===== config.mk =====
export PLATFORM = sky130hd
export DESIGN_NAME = muldiv_sequencer
export DESIGN_NICKNAME = d
export VERILOG_FILES = /design/src/rtl/muldiv_sequencer_pkg.sv /design/src/rtl/muldiv_iter_unit.sv /design/src/rtl/muldiv_sequencer.sv
export SDC_FILE = /design/constraint.sdc
export NUM_CORES = 1
export LEC_CHECK = 0
export CELL_PAD_IN_SITES_DETAIL_PLACEMENT = 1
export CELL_PAD_IN_SITES_GLOBAL_PLACEMENT = 1
export CORE_ASPECT_RATIO = 0.6
export CORE_MARGIN = 2
export CORE_UTILIZATION = 39
export DETAILED_ROUTE_END_ITERATION = 12
export PLACE_DENSITY_LB_ADDON = 0.1
export SYNTH_ARGS = -nofsm -noshare
export SYNTH_HDL_FRONTEND = slang
export SYNTH_SLANG_ARGS = --single-unit

===== constraint.sdc =====
create_clock -name i_Clock -period 4.1 [get_ports i_Clock]
set_input_delay 0.82 -clock i_Clock [delete_from_list [all_inputs] [get_ports i_Clock]]
set_output_delay 0.82 -clock i_Clock [all_outputs]
set_load 0.01 [all_outputs]

===== src/rtl/muldiv_sequencer_pkg.sv =====
// -----------------------------------------------------------------------------
// muldiv_sequencer_pkg
// Shared definitions for the RV32M multiply/divide sequencer:
//   - funct3 encodings of the M-extension ops (MULDIV_*)
//   - MulDivState_t, the sequencer FSM state type (IDLE/ITER/FIXUP/DONE)
//   - helpers that report which source operands an op treats as signed
// No ports (package).
// -----------------------------------------------------------------------------
package muldiv_sequencer_pkg;

   localparam logic [2:0] MULDIV_MUL    = 3'b000;
   localparam logic [2:0] MULDIV_MULH   = 3'b001;
   localparam logic [2:0] MULDIV_MULHSU = 3'b010;
   localparam logic [2:0] MULDIV_MULHU  = 3'b011;
   localparam logic [2:0] MULDIV_DIV    = 3'b100;
   localparam logic [2:0] MULDIV_DIVU   = 3'b101;
   localparam logic [2:0] MULDIV_REM    = 3'b110;
   localparam logic [2:0] MULDIV_REMU   = 3'b111;

   typedef enum logic [1:0] {
      IDLE  = 2'd0,
      ITER  = 2'd1,
      FIXUP = 2'd2,
      DONE  = 2'd3
   } MulDivState_t;

   // MUL only needs the low product word, which is identical for signed and
   // unsigned operands, so it is handled as unsigned (no negation needed).
   function automatic logic rs1_is_signed(input logic [2:0] funct3);
      return (funct3 == MULDIV_MULH) || (funct3 == MULDIV_MULHSU) ||
             (funct3 == MULDIV_DIV)  || (funct3 == MULDIV_REM);
   endfunction

   function automatic logic rs2_is_signed(input logic [2:0] funct3);
      return (funct3 == MULDIV_MULH) || (funct3 == MULDIV_DIV) ||
             (funct3 == MULDIV_REM);
   endfunction

endpackage


===== src/rtl/muldiv_iter_unit.sv =====
// -----------------------------------------------------------------------------
// muldiv_iter_unit
// Iterative radix-2 datapath shared by multiply and divide.
//   Multiply: accumulator {hi, lo} starts as {0, multiplier}; each step adds
//             the multiplicand into hi when lo[0] is set, then shifts right.
//   Divide:   accumulator {rem, quo} starts as {0, dividend}; each step shifts
//             left and does a restoring subtract of the divisor.
// After XLEN steps the accumulator holds the magnitude result; the fixup
// logic applies the sign and selects low/high word or quotient/remainder.
//
// Ports:
//   i_Clock, i_Reset_n  clock, asynchronous active-low reset
//   i_Load              latch magnitudes, op select and signs; init accumulator
//   i_Step              perform one iteration step
//   i_Is_Mul            1 = multiply, 0 = divide (sampled on i_Load)
//   i_Sel               funct3[1:0] of the op (sampled on i_Load)
//   i_Sign1, i_Sign2    effective operand signs (sampled on i_Load)
//   i_Mag1, i_Mag2      operand magnitudes (sampled on i_Load)
//   o_Result            sign-fixed, selected result (combinational)
// -----------------------------------------------------------------------------
module muldiv_iter_unit #(
   parameter int XLEN = 32
) (
   input  logic            i_Clock,
   input  logic            i_Reset_n,
   input  logic            i_Load,
   input  logic            i_Step,
   input  logic            i_Is_Mul,
   input  logic [1:0]      i_Sel,
   input  logic            i_Sign1,
   input  logic            i_Sign2,
   input  logic [XLEN-1:0] i_Mag1,
   input  logic [XLEN-1:0] i_Mag2,
   output logic [XLEN-1:0] o_Result
);

   logic [2*XLEN-1:0] acc_reg;
   logic [XLEN-1:0]   addend_reg;   // multiplicand (mul) or divisor (div)
   logic              is_mul_reg;
   logic [1:0]        sel_reg;
   logic              sign1_reg;
   logic              sign2_reg;

   logic [XLEN:0]     mul_sum;
   logic [2*XLEN-1:0] mul_next;
   logic [XLEN:0]     div_rem;
   logic [XLEN:0]     div_trial;
   logic              div_fits;
   logic [2*XLEN-1:0] div_next;
   logic [2*XLEN-1:0] prod_fixed;
   logic [XLEN-1:0]   quo_mag;
   logic [XLEN-1:0]   rem_mag;

   always_comb begin
      // Multiply step: conditional add into the high half, keep the carry
      // and shift the whole 65-bit value right by one.
      mul_sum  = {1'b0, acc_reg[2*XLEN-1:XLEN]} +
                 (acc_reg[0] ? {1'b0, addend_reg} : '0);
      mul_next = {mul_sum, acc_reg[XLEN-1:1]};

      // Divide step: the shifted partial remainder can reach 2*divisor-1, so
      // it needs XLEN+1 bits; the difference then always fits in XLEN+1 bits
      // signed, and its top bit tells whether the subtract succeeded.
      div_rem   = acc_reg[2*XLEN-1:XLEN-1];
      div_trial = div_rem - {1'b0, addend_reg};
      div_fits  = ~div_trial[XLEN];
      div_next  = {(div_fits ? div_trial[XLEN-1:0] : div_rem[XLEN-1:0]),
                   acc_reg[XLEN-2:0], div_fits};
   end

   always_ff @(posedge i_Clock or negedge i_Reset_n) begin
      if (!i_Reset_n) begin
         acc_reg    <= '0;
         addend_reg <= '0;
         is_mul_reg <= 1'b0;
         sel_reg    <= 2'b00;
         sign1_reg  <= 1'b0;
         sign2_reg  <= 1'b0;
      end else if (i_Load) begin
         acc_reg    <= {{XLEN{1'b0}}, (i_Is_Mul ? i_Mag2 : i_Mag1)};
         addend_reg <= i_Is_Mul ? i_Mag1 : i_Mag2;
         is_mul_reg <= i_Is_Mul;
         sel_reg    <= i_Sel;
         sign1_reg  <= i_Sign1;
         sign2_reg  <= i_Sign2;
      end else if (i_Step) begin
         acc_reg <= is_mul_reg ? mul_next : div_next;
      end
   end

   // Sign fixup and result select
   always_comb begin
      prod_fixed = (sign1_reg ^ sign2_reg) ? -acc_reg : acc_reg;
      quo_mag    = acc_reg[XLEN-1:0];
      rem_mag    = acc_reg[2*XLEN-1:XLEN];
      o_Result   = '0;
      if (is_mul_reg) begin
         o_Result = (sel_reg == 2'b00) ? prod_fixed[XLEN-1:0]
                                       : prod_fixed[2*XLEN-1:XLEN];
      end else if (sel_reg[1]) begin
         // remainder follows the dividend's sign
         o_Result = sign1_reg ? -rem_mag : rem_mag;
      end else begin
         o_Result = (sign1_reg ^ sign2_reg) ? -quo_mag : quo_mag;
      end
   end

endmodule


===== src/rtl/muldiv_sequencer.sv =====
// -----------------------------------------------------------------------------
// muldiv_sequencer
// Sequences the shared iterative multiply/divide unit for RV32M ops in EX.
// Accepts one op at a time, stalls the pipeline while it iterates, and
// presents the result with a one-cycle o_Done pulse.
//
// Configuration macro: MULDIV_FAST_MUL_EN
//   defined   - multiplies use a single-cycle signed multiplier and finish
//               one cycle after accept
//   undefined - multiplies iterate like divides
//
// Ports:
//   i_Clock     clock
//   i_Reset_n   asynchronous active-low reset
//   i_Start     M-op present in EX (held until o_Done)
//   i_Funct3    op select (MUL..REMU)
//   i_Operand1  rs1 value
//   i_Operand2  rs2 value
//   i_Flush     squash any in-flight op
//   o_Stall     hold PC/IF/ID/EX registers
//   o_Done      o_Result valid this cycle
//   o_Result    selected result (held until the next DONE)
// -----------------------------------------------------------------------------
module muldiv_sequencer
   import muldiv_sequencer_pkg::*;
#(
   parameter int XLEN       = 32,
   parameter int ITERATIONS = 32
) (
   input  logic            i_Clock,
   input  logic            i_Reset_n,
   input  logic            i_Start,
   input  logic [2:0]      i_Funct3,
   input  logic [XLEN-1:0] i_Operand1,
   input  logic [XLEN-1:0] i_Operand2,
   input  logic            i_Flush,
   output logic            o_Stall,
   output logic            o_Done,
   output logic [XLEN-1:0] o_Result
);

   localparam int CNT_W = (ITERATIONS > 1) ? $clog2(ITERATIONS) : 1;

   MulDivState_t      state_reg, state_next;
   logic [CNT_W-1:0]  cnt_reg;
   logic [XLEN-1:0]   result_reg;

   logic              accept;
   logic              step;
   logic              finish;

   logic              is_div;
   logic              want_rem;
   logic              sign1, sign2;
   logic [XLEN-1:0]   mag1, mag2;
   logic              div_by_zero;
   logic              div_ovf;
   logic              special;
   logic [XLEN-1:0]   special_result;
   logic              short_path;
   logic [XLEN-1:0]   short_result;
   logic [XLEN-1:0]   unit_result;

   // ---------------- operand conditioning / special cases ----------------
   assign is_div   = i_Funct3[2];
   assign want_rem = i_Funct3[1];
   assign sign1    = rs1_is_signed(i_Funct3) & i_Operand1[XLEN-1];
   assign sign2    = rs2_is_signed(i_Funct3) & i_Operand2[XLEN-1];
   assign mag1     = sign1 ? -i_Operand1 : i_Operand1;
   assign mag2     = sign2 ? -i_Operand2 : i_Operand2;

   assign div_by_zero = is_div & (i_Operand2 == '0);
   // funct3[0]=0 selects the signed divide ops (DIV/REM)
   assign div_ovf     = is_div & ~i_Funct3[0] &
                        (i_Operand1 == {1'b1, {(XLEN-1){1'b0}}}) &
                        (i_Operand2 == '1);
   assign special     = div_by_zero | div_ovf;

   always_comb begin
      special_result = '0;
      if (div_by_zero) begin
         special_result = want_rem ? i_Operand1 : '1;
      end else begin
         special_result = want_rem ? '0 : i_Operand1;
      end
   end

`ifdef MULDIV_FAST_MUL_EN
   // Operands are extended to the full product width (signed per op), which
   // yields the same low 2*XLEN bits as an (XLEN+1)x(XLEN+1) signed multiply.
   logic [2*XLEN-1:0] fast_op1, fast_op2, fast_prod;
   logic [XLEN-1:0]   fast_result;

   assign fast_op1    = {{XLEN{rs1_is_signed(i_Funct3) & i_Operand1[XLEN-1]}}, i_Operand1};
   assign fast_op2    = {{XLEN{rs2_is_signed(i_Funct3) & i_Operand2[XLEN-1]}}, i_Operand2};
   assign fast_prod   = fast_op1 * fast_op2;
   assign fast_result = (i_Funct3[1:0] == 2'b00) ? fast_prod[XLEN-1:0]
                                                 : fast_prod[2*XLEN-1:XLEN];
   assign short_path   = special | ~is_div;
   assign short_result = is_div ? special_result : fast_result;
`else
   assign short_path   = special;
   assign short_result = special_result;
`endif

   // ---------------- FSM ----------------
   always_ff @(posedge i_Clock or negedge i_Reset_n) begin
      if (!i_Reset_n) begin
         state_reg <= IDLE;
      end else begin
         state_reg <= state_next;
      end
   end

   always_comb begin
      state_next = state_reg;
      accept     = 1'b0;
      step       = 1'b0;
      finish     = 1'b0;
      o_Done     = 1'b0;
      o_Stall    = 1'b0;
      case (state_reg)
         IDLE: begin
            if (i_Start && !i_Flush) begin
               accept     = 1'b1;
               state_next = short_path ? DONE : ITER;
            end
         end
         ITER: begin
            step = ~i_Flush;
            if (cnt_reg == '0) begin
               state_next = FIXUP;
            end
         end
         FIXUP: begin
            finish     = ~i_Flush;
            state_next = DONE;
         end
         DONE: begin
            // i_Start is still high for the retiring op; it is ignored here
            o_Done     = 1'b1;
            state_next = IDLE;
         end
         default: state_next = IDLE;
      endcase
      if (i_Flush) begin
         state_next = IDLE;
      end
      // Stall is forced low while reset is held, even if i_Start is high
      o_Stall = i_Reset_n & (accept | (state_reg == ITER) | (state_reg == FIXUP));
   end

   // ---------------- iteration counter ----------------
   always_ff @(posedge i_Clock or negedge i_Reset_n) begin
      if (!i_Reset_n) begin
         cnt_reg <= '0;
      end else if (accept) begin
         cnt_reg <= CNT_W'(ITERATIONS - 1);
      end else if (step) begin
         cnt_reg <= cnt_reg - CNT_W'(1);
      end
   end

   // ---------------- result register ----------------
   // Updated only on the way into DONE, so it holds across flushes.
   always_ff @(posedge i_Clock or negedge i_Reset_n) begin
      if (!i_Reset_n) begin
         result_reg <= '0;
      end else if (accept && short_path) begin
         result_reg <= short_result;
      end else if (finish) begin
         result_reg <= unit_result;
      end
   end

   assign o_Result = result_reg;

   muldiv_iter_unit #(
      .XLEN (XLEN)
   ) u_iter_unit (
      .i_Clock   (i_Clock),
      .i_Reset_n (i_Reset_n),
      .i_Load    (accept & ~short_path),
      .i_Step    (step),
      .i_Is_Mul  (~is_div),
      .i_Sel     (i_Funct3[1:0]),
      .i_Sign1   (sign1),
      .i_Sign2   (sign2),
      .i_Mag1    (mag1),
      .i_Mag2    (mag2),
      .o_Result  (unit_result)
   );

endmodule


==> results of run 1 <==
==> cells in the final DEF (no fill, tap or decap), types with 13 or more instances in the layout <==
| cell type | instances |
|---|---|
| sky130_fd_sc_hd__nor2_1 | 228 |
| sky130_fd_sc_hd__clkdlybuf4s50_1 | 102 |
| sky130_fd_sc_hd__a211oi_1 | 36 |
| sky130_fd_sc_hd__and2_1 | 13 |
| sky130_fd_sc_hd__nor2b_1 | 14 |
| sky130_fd_sc_hd__dfrtp_1 | 139 |
| sky130_fd_sc_hd__o21bai_1 | 13 |
| sky130_fd_sc_hd__nor3_1 | 46 |
| sky130_fd_sc_hd__xor2_1 | 90 |
| sky130_fd_sc_hd__mux2i_1 | 43 |
| sky130_fd_sc_hd__a31oi_1 | 18 |
| sky130_fd_sc_hd__ha_1 | 76 |
| sky130_fd_sc_hd__xnor2_1 | 105 |
| sky130_fd_sc_hd__o21ai_0 | 194 |
| sky130_fd_sc_hd__o211ai_1 | 60 |
| sky130_fd_sc_hd__nand3_1 | 45 |
| sky130_fd_sc_hd__nand4_1 | 24 |
| sky130_fd_sc_hd__buf_4 | 165 |
| sky130_fd_sc_hd__nand2_1 | 212 |
| sky130_fd_sc_hd__o31ai_1 | 19 |
| sky130_fd_sc_hd__nand2b_1 | 22 |
| sky130_fd_sc_hd__a21oi_1 | 228 |
| sky130_fd_sc_hd__a21o_1 | 28 |
| sky130_fd_sc_hd__inv_1 | 72 |
| sky130_fd_sc_hd__a211o_1 | 13 |
| sky130_fd_sc_hd__nor4_1 | 16 |
| sky130_fd_sc_hd__clkbuf_16 | 17 |
==> metal layers <==
| metal | global-route usage | vias up |
|---|---|---|
| li1 | - | 7854 |
| met1 | 0.5615 | 8757 |
| met2 | 0.4768 | 700 |
| met3 | 0.1013 | 62 |
| met4 | 0.06737 | 0 |
| met5 | 0 | - |
==> path summary, 6_finish.rpt <==
kind | startpoint | endpoint | slack, ps | cells past startpoint
max reg2reg | u_iter_unit.addend_reg[5] | u_iter_unit.acc_reg[62] | 130 | 13
max | u_iter_unit.addend_reg[5] | u_iter_unit.acc_reg[62] | 130 | 13
min in group asynchronous | i_Reset_n | u_iter_unit.acc_reg[63] | 550 | 2
min | u_iter_unit.addend_reg[15] | u_iter_unit.addend_reg[15] | 490 | 2
min reg2reg | u_iter_unit.addend_reg[15] | u_iter_unit.addend_reg[15] | 490 | 2
max in group asynchronous | i_Reset_n | u_iter_unit.addend_reg[29] | 2290 | 3
==> cell families (layout without fill, tap and decap cells) <==
| group | Yosys count | in the layout | synth area share |
|---|---|---|---|
| muxes | 52 | 52 | 0.03439 |
| xor gates and xnor gates | 197 | 197 | 0.1116 |
| buffers and inverters | 230 | 378 | 0.06052 |
| DFF | 140 | 140 | 0.2265 |
| adders and majority gates | 79 | 79 | 0.06472 |
| AOI/OAI and AO/OA | 721 | 721 | 0.2907 |
| and+or+nand+nor | 694 | 694 | 0.2116 |
==> per-stage QoR <==
stage,setup TNS [ps],area [um^2]
CTS,0,18420
global placement,0,17850
global route,-66.57,18440
floorplan,0,15460
detailed placement,0,17850
finish,0,18440
==> cell type report <==
cell class / instances / area (um^2) / share of cell area
Clock buffer: 19 / 442.9 / 0.02402
Sequential cell: 140 / 3507 / 0.1902
Clock inverter: 13 / 131.4 / 0.007125
Inverter: 73 / 277.8 / 0.01506
Multi-Input combinational cell: 1743 / 11060 / 0.6001
Timing Repair Buffer: 273 / 2362 / 0.1281
Tap cell: 522 / 653.1 / 0.03542
==> power by group <==
part,total (mW),internal (mW),switching [mW]
logic,11.8,4.59,7.22
registers,2.88,1.99,0.892
clock network,1.62,0.865,0.753
==> worst max-delay path, cell delays in order (launching register included) <==
cell and delay (ps):
sky130_fd_sc_hd__dfrtp_1 400, sky130_fd_sc_hd__inv_1 80, sky130_fd_sc_hd__ha_1 420, sky130_fd_sc_hd__a21oi_1 190, sky130_fd_sc_hd__o21ai_0 190, sky130_fd_sc_hd__a211oi_2 550, sky130_fd_sc_hd__o21bai_1 240, sky130_fd_sc_hd__a31oi_1 430
sky130_fd_sc_hd__o211ai_1 140, sky130_fd_sc_hd__o21ai_0 250, sky130_fd_sc_hd__nor3_1 130, sky130_fd_sc_hd__a2111oi_1 540, sky130_fd_sc_hd__buf_4 190, sky130_fd_sc_hd__nor4_1 40
==> tab_implementation.tex, run 1 <==
\begin{tabular}{lr}
\hline
Metric & Value \\
\hline
\multicolumn{2}{l}{\textbf{Clock tree}} \\
Hold buffer count at CTS & 0 \\
TritonCTS clock tree & built \\
Clock slew at the register clock pins of the worst setup and hold paths & around 70 ps \\
Clock Sink Count & 140 \\
CTS root buf & sky130\_fd\_sc\_hd\_\_clkbuf\_16 \\
Number of H-tree levels & 4 \\
Post-CTS Repair Setup Buffers & 0 \\
CTS Buf Count & 17 \\
Worst-skew pair later-pin latency & approximately 460 ps \\
Buffer depth of the longest clock path & 2 \\
Number of gates resized after cts & 0 \\
\multicolumn{2}{l}{\textbf{STA}} \\
Fin crit share & 0.9685 \\
WHS & about 500 ps \\
Final-report max-slew violation count & 0 \\
Layout Skew & about 16 ps \\
Endpoints failing hold & 0 \\
Fin worst setup slack & between 100 and 150 ps \\
Shortest period the worst path allows & a little under 4000 ps \\
Setup violators final & 0 \\
Timing-limited maximum frequency & around 250 MHz \\
Relative slew slack & 0.1815 \\
Least-Margin Pin Slew & about 1200 ps \\
\multicolumn{2}{l}{\textbf{Final layout}} \\
Synth-to-Final Area Change & 19.23\% \\
Non-filler cells, final & around 2.8k \\
Number of flip-flops in the largest register & 64 \\
Count of antenna diodes in the layout & 0 \\
Count of filler cells inserted in the layout & between 4k and 5k \\
Post-layout net count & 2397 \\
Utilization of the core after routing & 0.4716 \\
Share of cells above drive strength 1 & 0.1141 \\
\multicolumn{2}{l}{\textbf{Die}} \\
Chip height & approximately 160 um \\
Effective utilization at floorplan & 0.3955 \\
Full die area & slightly above 40000 um\^{}2 \\
Core Region & slightly below 40000 um\^{}2 \\
Rows & 56 \\
Die outline width & 261.1 um \\
I/O pin count & between 100 and 150 \\
\multicolumn{2}{l}{\textbf{Global routing}} \\
Maximum number of pins on one net before global-route repair & roughly 120 \\
Leftover overflow at the end of global routing & 0 \\
Antenna violations before repair & 0 \\
First-pass GRT wire length & about 110000 um \\
Number of global-route vias before repair & between 15k and 20k \\
Total Routing Usage GR & 0.3591 \\
\multicolumn{2}{l}{\textbf{Drt}} \\
Met3 WL post-DR & between 7000 and 8000 um \\
Highest routing layer actually used & met4 \\
Post-route antenna net violation count & 0 \\
Starting DRC count in detailed routing & about 2.0k \\
Total number of vias & roughly 17k \\
Residual DRC & 0 \\
Routed metal-1 wirelength & between 30000 and 40000 um \\
Routed length per placed instance & approximately 27 um \\
Detailed Routing Iterations Pass 1 & 5 \\
Met2 wirelength from detailed routing & 28490 um \\
DRT Wirelength & between 70000 and 80000 um \\
Average via count per standard cell & around 6.2 \\
\multicolumn{2}{l}{\textbf{Power}} \\
Maximum vdd drop & a little under 0.6 mV \\
Total power per unit cell area & around 900 nW/um\^{}2 \\
Post-layout total power & between 15 and 20 mW \\
P\_leak & a little under 8 nW \\
\multicolumn{2}{l}{\textbf{Placement}} \\
Final weighted congestion in routability-driven placement & between 0.9 and 1 \\
Number of buffers added on ports & approximately 100 \\
Placed insts & approximately 2.8k \\
Half-perimeter wire length of the detailed placement result & between 50000 and 60000 um \\
Minimum setup slack after placement & roughly 94 ps \\
\multicolumn{2}{l}{\textbf{Yosys}} \\
Count of mapped cells out of synthesis & around 2.1k \\
Proportion of netlist area held by the largest area contributor & 0.2265 \\
Fraction of the yosys area taken by sequential cells & 0.2265 \\
Syn\_nets & around 2.3k \\
Number of enable flip-flop cells after synthesis & 0 \\
Cell taking the most area after synthesis & sky130\_fd\_sc\_hd\_\_dfrtp\_1 \\
Ranking of synthesized cells by instance count & 229 x sky130\_fd\_sc\_hd\_\_nor2\_1, 228 x sky130\_fd\_sc\_hd\_\_a21oi\_1, 212 x sky130\_fd\_sc\_hd\_\_nand2\_1 \\
Mapped Area & $\sim$15000 um\^{}2 \\
Leading cell types by total area after synthesis & sky130\_fd\_sc\_hd\_\_dfrtp\_1 23\%, sky130\_fd\_sc\_hd\_\_a21oi\_1 7.4\%, sky130\_fd\_sc\_hd\_\_o21ai\_0 6.3\% \\
Number of synthesized register bits & 140 \\
Synth Flop Type & sky130\_fd\_sc\_hd\_\_dfrtp\_1 \\
Post-synthesis async set-or-reset flop share & 1.000 \\
Number of warnings printed during yosys synthesis & 0 \\
Mean post-synth cell area & approximately 7.3 um\^{}2 \\
Most used standard cell by instance count after synthesis & sky130\_fd\_sc\_hd\_\_nor2\_1 \\
Number of distinct standard cells referenced by the synthesized netlist & 88 \\
\multicolumn{2}{l}{\textbf{Setup path}} \\
Crit Path Max Fanout & 7 \\
Critical path type & reg -> reg \\
Critical Path AT & about 4300 ps \\
WP data required & around 4400 ps \\
Worst Setup End Kind & flip-flop \\
Launching element type of the critical path & flip-flop \\
\multicolumn{2}{l}{\textbf{Hold path}} \\
Worst hold path class & reg -> reg \\
\multicolumn{2}{l}{\textbf{Outcome}} \\
Result of the run & complete, no violations \\
\multicolumn{2}{l}{\textbf{Run}} \\
Max-cap viol count & 0 \\
\hline
\end{tabular}
(Power assumes the default switching activity.)
==> inputs of run 2 (changes only) <==
--- a/config.mk
+++ b/config.mk
@@ -10,6 +10,7 @@
 export CORE_ASPECT_RATIO = 0.6
 export CORE_MARGIN = 2
 export CORE_UTILIZATION = 39
+export CTS_CLUSTER_SIZE = 20
 export DETAILED_ROUTE_END_ITERATION = 12
 export PLACE_DENSITY_LB_ADDON = 0.1
 export SYNTH_ARGS = -nofsm -noshare
==> results of run 2 <==
Same layout as run 1: the final DEF is identical, and so are final timing and power.
==> inputs of run 3 (changes only) <==
--- a/config.mk
+++ b/config.mk
@@ -8,8 +8,7 @@
 export CELL_PAD_IN_SITES_DETAIL_PLACEMENT = 1
 export CELL_PAD_IN_SITES_GLOBAL_PLACEMENT = 1
 export CORE_ASPECT_RATIO = 0.6
-export CORE_MARGIN = 2
-export CORE_UTILIZATION = 39
+export CORE_UTILIZATION = 23
 export CTS_CLUSTER_SIZE = 20
 export DETAILED_ROUTE_END_ITERATION = 12
 export PLACE_DENSITY_LB_ADDON = 0.1
==> tab_implementation.tex, run 3 (synthesis gave the netlist of run 1 again) <==
\begin{tabular}{lr}
\hline
Metric & Value \\
\hline
\multicolumn{2}{l}{\textbf{STA}} \\
Least-Margin Pin Slew & 1001 ps (was 1225 ps) \\
Final-report max-slew violation count & 0 (unchanged) \\
Endpoints failing hold & 0 (unchanged) \\
RSZ-0062 raised after global routing & false \\
Setup violators final & 0 (unchanged) \\
Timing-limited maximum frequency & 251.5 MHz (was 251.8 MHz) \\
Final sum of negative setup slack & 0 ps (unchanged) \\
Fin crit share & 0.9696 (was 0.9685) \\
Shortest period the worst path allows & 3975 ps (was 3971 ps) \\
Relative slew slack & 0.3302 (was 0.1815) \\
Layout Skew & 18.16 ps (was 16.19 ps) \\
\multicolumn{2}{l}{\textbf{Drt}} \\
Average via count per standard cell & 5.285 (was 6.243) \\
Detailed Routing Iterations Pass 1 & 5 (unchanged) \\
DRT Wirelength & 82520 um (was 74170 um) \\
Routed length per placed instance & 25.71 um (was 26.65 um) \\
Post-route antenna net violation count & 0 (unchanged) \\
Residual DRC & 0 (unchanged) \\
Total number of vias & 16.97k (was 17.37k) \\
Starting DRC count in detailed routing & 1574 (was 1989) \\
\multicolumn{2}{l}{\textbf{Power}} \\
Maximum vdd drop & 0.3813 mV (was 0.5965 mV) \\
P\_leak & 7.971 nW (was 7.684 nW) \\
Total power per unit cell area & 870.3 nW/um\^{}2 (was 884.6 nW/um\^{}2) \\
\multicolumn{2}{l}{\textbf{Global routing}} \\
Total Routing Usage GR & 0.2392 (was 0.3591) \\
Number of global-route vias before repair & 16.47k (was 16.69k) \\
Antenna violations before repair & 3 (was 0) \\
Maximum number of pins on one net before global-route repair & 84 (was 122) \\
Leftover overflow at the end of global routing & 0 (unchanged) \\
First-pass GRT wire length & 118500 um (was 109900 um) \\
\multicolumn{2}{l}{\textbf{Clock tree}} \\
Worst-skew pair later-pin latency & 460 ps (about the same) \\
Clock slew at the register clock pins of the worst setup and hold paths & 80 ps (was 70 ps) \\
CTS root buf & sky130\_fd\_sc\_hd\_\_clkbuf\_16 (unchanged) \\
Buffer depth of the longest clock path & 2 (unchanged) \\
CTS Buf Count & 17 (unchanged) \\
TritonCTS clock tree & built (unchanged) \\
Clock Sink Count & 140 (unchanged) \\
Number of H-tree levels & 4 (unchanged) \\
\multicolumn{2}{l}{\textbf{Run}} \\
Max-cap viol count & 0 (unchanged) \\
\multicolumn{2}{l}{\textbf{Setup path}} \\
CP Cell Sequence & clkdlybuf4s50\_1 > or4\_1 > or2\_2 > nor2\_1 > nand4\_1 > o21ai\_1 > buf\_4 > nor2b\_4 > nor2\_1 > o211ai\_1 > nand3\_1 (was inv\_1 > ha\_1 > a21oi\_1 > o21ai\_0 > a211oi\_2 > o21bai\_1 > a31oi\_1 > o211ai\_1 > o21ai\_0 > nor3\_1 > a2111oi\_1 > buf\_4 > nor4\_1) \\
Worst Setup End Kind & flip-flop (unchanged) \\
Flop-to-flop setup slack & 240 ps (was 130 ps) \\
CP most frequent cell & sky130\_fd\_sc\_hd\_\_nor2\_1 (was sky130\_fd\_sc\_hd\_\_o21ai\_0) \\
Crit Path Max Fanout & 7 (unchanged) \\
Cell family with most CP delay & simple AND/OR/NAND/NOR gates (was compound AO/OA/AOI/OAI gates) \\
Launching element type of the critical path & input pin (was flip-flop) \\
Slowest stage delay, CP & 590 ps (was 550 ps) \\
WP data required & 4410 ps (was 4390 ps) \\
Critical Path AT & 4290 ps (was 4260 ps) \\
Critical path type & in -> reg (was reg -> reg) \\
Slowest-stage cell, CP & sky130\_fd\_sc\_hd\_\_or4\_1 (was sky130\_fd\_sc\_hd\_\_a211oi\_2) \\
Worst Path Buf+Inv & 2 (unchanged) \\
\multicolumn{2}{l}{\textbf{Die}} \\
Core Region & 66310 um\^{}2 (was 39100 um\^{}2) \\
Full die area & 68310 um\^{}2 (was 41310 um\^{}2) \\
I/O pin count & 105 (unchanged) \\
Die outline width & 336.8 um (was 261.1 um) \\
Rows & 73 (was 56) \\
Effective utilization at floorplan & 0.2332 (was 0.3955) \\
Chip height & 202.9 um (was 158.2 um) \\
\multicolumn{2}{l}{\textbf{Hold path}} \\
Worst hold path class & in -> async (was reg -> reg) \\
\multicolumn{2}{l}{\textbf{Placement}} \\
Final weighted congestion in routability-driven placement & 0.9287 (was 0.9958) \\
Number of buffers added on ports & 104 (unchanged) \\
Post-Place Cell Area & 18750 um\^{}2 (was 17850 um\^{}2) \\
Half-perimeter wire length of the detailed placement result & 68140 um (was 59450 um) \\
\multicolumn{2}{l}{\textbf{Final layout}} \\
Post-layout net count & 2445 (was 2397) \\
Share of cells above drive strength 1 & 0.1330 (was 0.1141) \\
Final design area excluding fillers & 19390 um\^{}2 (was 18440 um\^{}2) \\
Synth-to-Final Area Change & 25.39\% (was 19.23\%) \\
Number of flip-flops in the largest register & 64 (unchanged) \\
Commonest cells after routing, fill and taps aside & 228 x sky130\_fd\_sc\_hd\_\_nor2\_1, 228 x sky130\_fd\_sc\_hd\_\_a21oi\_1, 211 x sky130\_fd\_sc\_hd\_\_nand2\_1 (was 228 x sky130\_fd\_sc\_hd\_\_nor2\_1, 228 x sky130\_fd\_sc\_hd\_\_a21oi\_1, 212 x sky130\_fd\_sc\_hd\_\_nand2\_1) \\
\multicolumn{2}{l}{\textbf{Outcome}} \\
Result of the run & complete, no violations (unchanged) \\
\hline
\end{tabular}
[run 3: changes by cell type in the layout (fill, tap and decap cells not counted), moves of 3 or more]
cell,previous run,this run
sky130_fd_sc_hd__buf_12,4,10
sky130_fd_sc_hd__buf_4,165,208
sky130_fd_sc_hd__clkinv_4,1,4
sky130_fd_sc_hd__clkinvlp_4,6,2
[run 3: report_power, final]
group / total (mW) / internal [mW] / switching [mW]
sequential: 2.80 / 1.99 / 0.814
clock: 1.70 / 0.912 / 0.789
combinational: 12.4 / 4.88 / 7.49
total: 16.9 / 7.78 / 9.09
[run 3: worst paths after layout]
check,from,end,depth (start not counted)
max,i_Operand1[6],o_Result[9],11
min,i_Reset_n,u_iter_unit.acc_reg[58],2
max reg2reg,u_iter_unit.addend_reg[0],u_iter_unit.acc_reg[62],15
min reg2reg,u_iter_unit.addend_reg[7],u_iter_unit.addend_reg[7],2
max in group asynchronous,i_Reset_n,u_iter_unit.is_mul_reg,3
min in group i_Clock,u_iter_unit.addend_reg[7],u_iter_unit.addend_reg[7],2
[run 3: layout make-up]
type,count,area [um^2]
Clock buffer,18,429.2
Sequential cell,140,3507
Timing Repair Buffer,321,2794
Antenna cell,1,2.502
Inverter,73,274.0
Clock inverter,14,161.4
Multi-Input combinational cell,1743,11100
Tap cell,900,1126
Fill cell,8085,46920
[run 3: layer usage]
| metal | vias up | share of wire | wire, um | global-route usage |
|---|---|---|---|---|
| met5 | - | 0 | 0 | 0 |
| met4 | 0 | 0.0047 | 384 | 0.02094 |
| met3 | 22 | 0.078 | 6458 | 0.07373 |
| met2 | 365 | 0.36 | 30070 | 0.3000 |
| met1 | 8614 | 0.55 | 45600 | 0.3911 |
| li1 | 7965 | - | - | - |
[run 3: repair_timing]
item,4_1_cts,5_1_grt
endpoints found under the setup margin,2,8
setup buffers,0,2
gates resized for setup,1,5
hold buffers,0,0
pin swaps,0,3
[run 3: through the flow]
step | hold slack, ps | total power [mW] | utilization | setup WS, ps | cells
3_3_place_gp | 470.3 | 14.83 | 0.2828 | -208.9 | 3175
3_5_place_dp | 473.8 | 14.96 | 0.2828 | -236.2 | 3175
5_1_grt | 516.4 | 18.12 | 0.2924 | 7.757 | 3209
4_1_cts | 486.0 | 16.75 | 0.2918 | 101.4 | 3207
2_1_floorplan | 448.5 | 10.04 | - | 782.1 | 2113
6_report | 486.2 | 16.88 | 0.2924 | 124.6 | 3210
